### src/rtl/dsm_dac_mc.sv
// rtl/dsm_dac_mc.sv - multi-channel first-order delta-sigma DAC with shared mute gain
//
// Optional feature macro: MUTE_RAMP_EN
//   defined   : gain ramps 1 LSB per sample strobe between 0 and 2^C_DAT_W
//               (states RUN, RAMP_DN, MUTED, RAMP_UP)
//   undefined : gain jumps straight to 0 or 2^C_DAT_W on the next strobe
//               (states RUN and MUTED only)
//
// Ports:
//   CK_i      in   1                 single rising-edge clock
//   XARST_i   in   1                 asynchronous active-low reset
//   DATs_i    in   C_CH_N*C_DAT_W    unsigned samples, channel k at [k*C_DAT_W +: C_DAT_W]
//   MUTE_i    in   1                 level-sensitive mute request
//   SMP_EE_o  out  1                 one-clock sample strobe for upstream logic
//   DSs_o     out  C_CH_N            1-bit delta-sigma output per channel
//   MUTED_o   out  1                 high while gain is 0 and the block is muted

module dsm_dac_mc #(
  parameter int C_F_CK  = 130_000_000,
  parameter int C_F_SMP = 12_272_727,
  parameter int C_CH_N  = 1,
  parameter int C_DAT_W = 6
) (
  input  logic                        CK_i,
  input  logic                        XARST_i,
  input  logic [C_CH_N*C_DAT_W-1:0]   DATs_i,
  input  logic                        MUTE_i,
  output logic                        SMP_EE_o,
  output logic [C_CH_N-1:0]           DSs_o,
  output logic                        MUTED_o
);

  // Rounded phase increment: round(F_SMP * 2^24 / F_CK).
  localparam longint unsigned INC_L =
    ((longint'(C_F_SMP) << 24) + longint'(C_F_CK) / 2) / longint'(C_F_CK);
  localparam logic [23:0] INC = INC_L[23:0];

  localparam int FULL_I = 1 << C_DAT_W;
  localparam logic [C_DAT_W:0] FULL = FULL_I[C_DAT_W:0];

  // An increment of 2^23 or more could wrap on consecutive clocks and merge strobes.
  generate
    if (INC_L == 0 || INC_L >= (64'd1 << 23)) begin : g_bad_inc
      $error("dsm_dac_mc: phase increment out of range");
    end
  endgenerate

  // Phase accumulator; its carry-out becomes the registered sample strobe.
  logic [23:0] phase;
  logic [24:0] phase_sum;

  assign phase_sum = {1'b0, phase} + {1'b0, INC};

  always_ff @(posedge CK_i or negedge XARST_i) begin
    if (!XARST_i) begin
      phase    <= '0;
      SMP_EE_o <= 1'b0;
    end else begin
      phase    <= phase_sum[23:0];
      SMP_EE_o <= phase_sum[24];
    end
  end

  // Shared gain, 0 .. 2^C_DAT_W inclusive.
  typedef enum logic [1:0] {
    S_RUN     = 2'd0,
    S_RAMP_DN = 2'd1,
    S_MUTED   = 2'd2,
    S_RAMP_UP = 2'd3
  } state_t;

  state_t           state;
  logic [C_DAT_W:0] gain;

`ifdef MUTE_RAMP_EN
  logic [C_DAT_W:0] gain_dn;
  logic [C_DAT_W:0] gain_up;

  // Saturating one-step neighbours of the current gain.
  assign gain_dn = (gain == '0)   ? '0   : gain - 1'b1;
  assign gain_up = (gain >= FULL) ? FULL : gain + 1'b1;

  // Every move steps the gain immediately, so a reversal continues from the
  // current value without a jump and a full ramp takes exactly 2^C_DAT_W strobes.
  always_ff @(posedge CK_i or negedge XARST_i) begin
    if (!XARST_i) begin
      state   <= S_MUTED;
      gain    <= '0;
      MUTED_o <= 1'b1;
    end else if (SMP_EE_o) begin
      case (state)
        S_RUN, S_RAMP_DN, S_RAMP_UP: begin
          if (MUTE_i) begin
            gain    <= gain_dn;
            state   <= (gain_dn == '0) ? S_MUTED : S_RAMP_DN;
            MUTED_o <= (gain_dn == '0);
          end else if (state != S_RUN) begin
            gain    <= gain_up;
            state   <= (gain_up == FULL) ? S_RUN : S_RAMP_UP;
            MUTED_o <= 1'b0;
          end
        end
        S_MUTED: begin
          if (!MUTE_i) begin
            gain    <= gain_up;
            state   <= (gain_up == FULL) ? S_RUN : S_RAMP_UP;
            MUTED_o <= 1'b0;
          end
        end
        default: begin
          state   <= S_MUTED;
          gain    <= '0;
          MUTED_o <= 1'b1;
        end
      endcase
    end
  end
`else
  always_ff @(posedge CK_i or negedge XARST_i) begin
    if (!XARST_i) begin
      state   <= S_MUTED;
      gain    <= '0;
      MUTED_o <= 1'b1;
    end else if (SMP_EE_o) begin
      if (MUTE_i) begin
        state   <= S_MUTED;
        gain    <= '0;
        MUTED_o <= 1'b1;
      end else begin
        state   <= S_RUN;
        gain    <= FULL;
        MUTED_o <= 1'b0;
      end
    end
  end
`endif

  // Per-channel hold, gain scaling and first-order modulator.
  for (genvar k = 0; k < C_CH_N; k++) begin : g_ch
    logic [C_DAT_W-1:0]   hold;
    logic [C_DAT_W-1:0]   eff;
    logic [C_DAT_W-1:0]   eff_nxt;
    logic [C_DAT_W:0]     acc;
    logic [2*C_DAT_W-1:0] prod;

    // hold*gain < 2^(2*C_DAT_W), so the shifted product always fits C_DAT_W bits.
    assign prod    = {{C_DAT_W{1'b0}}, hold} * {{(C_DAT_W-1){1'b0}}, gain};
    assign eff_nxt = C_DAT_W'(prod >> C_DAT_W);

    always_ff @(posedge CK_i or negedge XARST_i) begin
      if (!XARST_i) begin
        hold <= '0;
        eff  <= '0;
        acc  <= '0;
      end else begin
        if (SMP_EE_o) begin
          hold <= DATs_i[k*C_DAT_W +: C_DAT_W];
        end
        eff <= eff_nxt;
        // Clearing alongside the EFF update keeps ACC at 0 for as long as EFF
        // is 0, so a silent channel leaves no residual pulses.
        if (eff_nxt == '0) begin
          acc <= '0;
        end else begin
          acc <= {1'b0, acc[C_DAT_W-1:0]} + {1'b0, eff};
        end
      end
    end

    assign DSs_o[k] = acc[C_DAT_W];
  end

endmodule

### config.mk
export PLATFORM = sky130hd
export DESIGN_NAME = dsm_dac_mc
export DESIGN_NICKNAME = d
export VERILOG_FILES = /design/src/rtl/dsm_dac_mc.sv
export SDC_FILE = /design/constraint.sdc
export NUM_CORES = 1
export LEC_CHECK = 0
export BUFFER_PORTS_ARGS = -buffer_cell sky130_fd_sc_hd__buf_4
export CAP_MARGIN = 0
export CORE_MARGIN = 4
export CORE_UTILIZATION = 35
export DETAILED_ROUTE_END_ITERATION = 8
export PLACE_DENSITY = 0.59
export RECOVER_POWER = 100
export SETUP_SLACK_MARGIN = 0.1
export SYNTH_ARGS = -nofsm -noshare
export SYNTH_HDL_FRONTEND = slang
export SYNTH_SLANG_ARGS = --single-unit
export TNS_END_PERCENT = 5
### constraint.sdc
create_clock -name CK_i -period 2.56 [get_ports CK_i]
set_clock_uncertainty 0.05 [all_clocks]
set_input_delay 0.512 -clock CK_i [delete_from_list [all_inputs] [get_ports CK_i]]
set_output_delay 0.512 -clock CK_i [all_outputs]
set_load 0.02 [all_outputs]
==> results.toml <==
[synthesis]
ys_seq_elements = 46
synth_top_area_share = 0.541
ys_seq_area_frac = 0.553
synth-compound-area-share = 0.102
synth_cells = 176
yosys_warnings = 0
synth.area.mux_share = 0.0426
yosys.area_share.simple = 0.139
synthAdderAreaFrac = 0.0517
synthDistinctLibCells = 43
synthesis.area_um2 = 2080
avgSynthCellArea_um2 = 11.8
synth_area_leaders = "dfrtp_1 (54%), xnor2_1 (5.5%), ha_1 (4.2%), mux2_2 (3.8%), xor2_1 (3.4%)"
synth_nets = 193
synth-xor-area-share = 0.0883
yosysTopAreaCell = "dfrtp_1"
synth_top_family_by_area = "simple AND/OR/NAND/NOR gates"

[run]
cap_violations = 0

[clock_tree]
clk_pin_slew_worst_paths_ns = 0.09
clk_path_buf_depth = 2
holdBufCountCts = 0
clock_latency_ns = 0.29
clock_sinks = 46
htreeDepth = 2
cts_made_buffers = 5
cts_setup_buffers = 0
ctsResizeCount = 0
cts_tree = "yes"
cts_root_buffer = "clkbuf_8"

[final_layout]
stdcell_count = 263
syn_to_final_growth_pct = 12.2
nFillCells = 567
multi_input_area_um2 = 851
regArea_um2 = 1150
layout-drive-gt1-share = 0.157
final_cell_area_um2 = 2340
layout.nets = 207
antennaDiodeCount = 0

[worst_setup_path]
startpoint_type = "register"
path_cells = "or4_1 -> a21oi_1 -> o21ai_2 -> a41oi_1 -> a21oi_1"
required_ns = 2.69
slowest_delay_ns = 0.60
crit_fanout = 5
arrival_ns = 2.24
cp_slowest_cell = "or4_1"
worst-setup-path-type = "register to register"
setup.worst_path.end_class = "register"
crit_top_cell = "a21oi_1"

[floorplan]
die-area_um2 = 7250
die_h_um = 85.2
core_area_um2 = 5640
io_pins = 12
std_cell_rows = 27
die_w_um = 85.2
start_util = 0.369

[grt]
antenna_found_initial = 0
grt_pass1_vias = 1360
grt_max_degree = 47
grt.total_usage = 0.107
grt_pass1_wl_mm = 6.29
overflow = 0

[routing]
first_pass_iters = 4
vias_per_cell = 4.76
drt.antenna.violating_nets = 0
wl_met1_mm = 1.61
drtIter0Drc = 66
wire_per_inst_um = 12.5
wl_met3_um = 95
route.met2.wl_mm = 1.55
drc = 0
dr_total_vias = 1252
drt_wl_total_mm = 3.28
top_layer = "met4"

[timing]
slew_violations = 0
timing.fmax_mhz = 473
grt_setup_unrepaired = "false"
setup_tns_ns = 0
tightest_slew_ns = 1.12
relSlewSlack = 0.252
period_share = 0.825
finalHoldViolCount = 0
min_period_ns = 2.11
setup_violations = 0
hold_slack_ns = 0.340

[worst_hold_path]
hold_path.class = "primary input to register"

[placed_design]
placed_area_um2 = 2240
dp.cells = 255
hpwl_mm = 2.36
place_congestion = 0.731
portBuffers = 11

[pwr]
p_leak_nw = 1.03
power_density_nw_per_um2 = 719
ir_worst_vdd_v = 0.000287

[status]
status = "finished clean"
routing by layer:
layer	vias up	global-route usage
met4	0	0.0302
met2	14	0.164
met1	603	0.149
li1	633	-
met5	-	0
met3	2	0.0291
cells in the mapped netlist (all sizes together):
library cell and number:
a211oi 4, a21o 2, a21oi 7, a221oi 1
a41oi 1, and2 7, and3 1, clkbuf 4
dfrtp 45, dfstp 1, fa 1, ha 7
inv 9, mux2 7, mux2i 1, nand2 6
nand2b 2, nand3 4, nand4 1, nor2 13
nor2b 4, nor3 8, nor4 1, nor4b 1
o21a 2, o21ai 7, o21bai 2, o22ai 1
o31a 1, o41ai 1, or3 1, or4 2
xnor2 13, xor2 8
area by class of cell:
class / count / area share
clock inverters: 3 / 0.0294
flip-flops and latches: 46 / 0.493
well taps: 72 / 0.0385
repair buffers: 11 / 0.0310
multi-input cells: 117 / 0.364
inverters: 9 / 0.0145
clock buffers: 5 / 0.0294
sequential cells by signal, indices dropped and copies added, names as in the netlist:
| signal | cells |
|---|---|
| MUTED_o | 1 |
| phase | 24 |
| SMP_EE_o | 1 |
| g_ch.eff | 6 |
| g_ch.hold | 6 |
| gain | 1 |
| g_ch.acc | 7 |
report_power, final:
group          internal [mW]  switching [mW]
Combinational          0.106           0.129
Clock                  0.391           0.245
Sequential             0.787          0.0227
Total                   1.28           0.397
placed cells by master (no fill, tap or decap), types with 7 or more instances in the layout:
master	instances
dfrtp_1	45
xnor2_1	13
nor2_1	12
inv_1	9
xor2_1	8
buf_4	8
a21oi_1	7
nor3_1	7
mux2_2	7
ha_1	7
per-stage QoR:
stage | total power, mW | utilization | worst slack [ns]
3_3_place_gp | 1.06 | 0.397 | 0.665
2_1_floorplan | 0.997 | - | 0.711
5_1_grt | 1.79 | 0.414 | 0.270
6_report | 1.68 | 0.414 | 0.447
3_5_place_dp | 1.07 | 0.397 | 0.637
4_1_cts | 1.72 | 0.422 | 0.615
critical path: cells and delay by family (launching register included):
family	cells	cell delay [ns]
AOI/OAI and AO/OA	4	0.93
DFF	1	0.41
and+or+nand+nor	1	0.60
logic make-up (layout without fill, tap and decap cells):
| kind of cell | count (synthesis) | in the layout |
|---|---|---|
| multiplexers | 8 | 8 |
| XOR/XNOR | 21 | 21 |
| flip-flops | 46 | 46 |
| buffers and inverters | 13 | 28 |
| AO/OA/AOI/OAI | 29 | 29 |
| adder cells (fa/ha/maj) | 8 | 8 |
| AND/OR/NAND/NOR | 51 | 51 |
path summary, 6_finish.rpt:
check | slack (ns) | to | cells past startpoint | startpoint
setup reg to reg | 0.45 | SMP_EE_o$_DFF_PN0_ | 5 | phase[6]$_DFF_PN0_
min in group asynchronous | 0.37 | g_ch[0].acc[1]$_DFF_PN0_ | 1 | XARST_i
hold / removal | 0.34 | gain[6]$_DFFE_PN0P_ | 2 | MUTE_i
setup / recovery | 0.45 | SMP_EE_o$_DFF_PN0_ | 5 | phase[6]$_DFF_PN0_
max in group asynchronous | 1.41 | phase[12]$_DFF_PN0_ | 1 | XARST_i
hold reg to reg | 0.43 | phase[23]$_DFF_PN0_ | 1 | phase[23]$_DFF_PN0_
(Power assumes the default switching activity.)
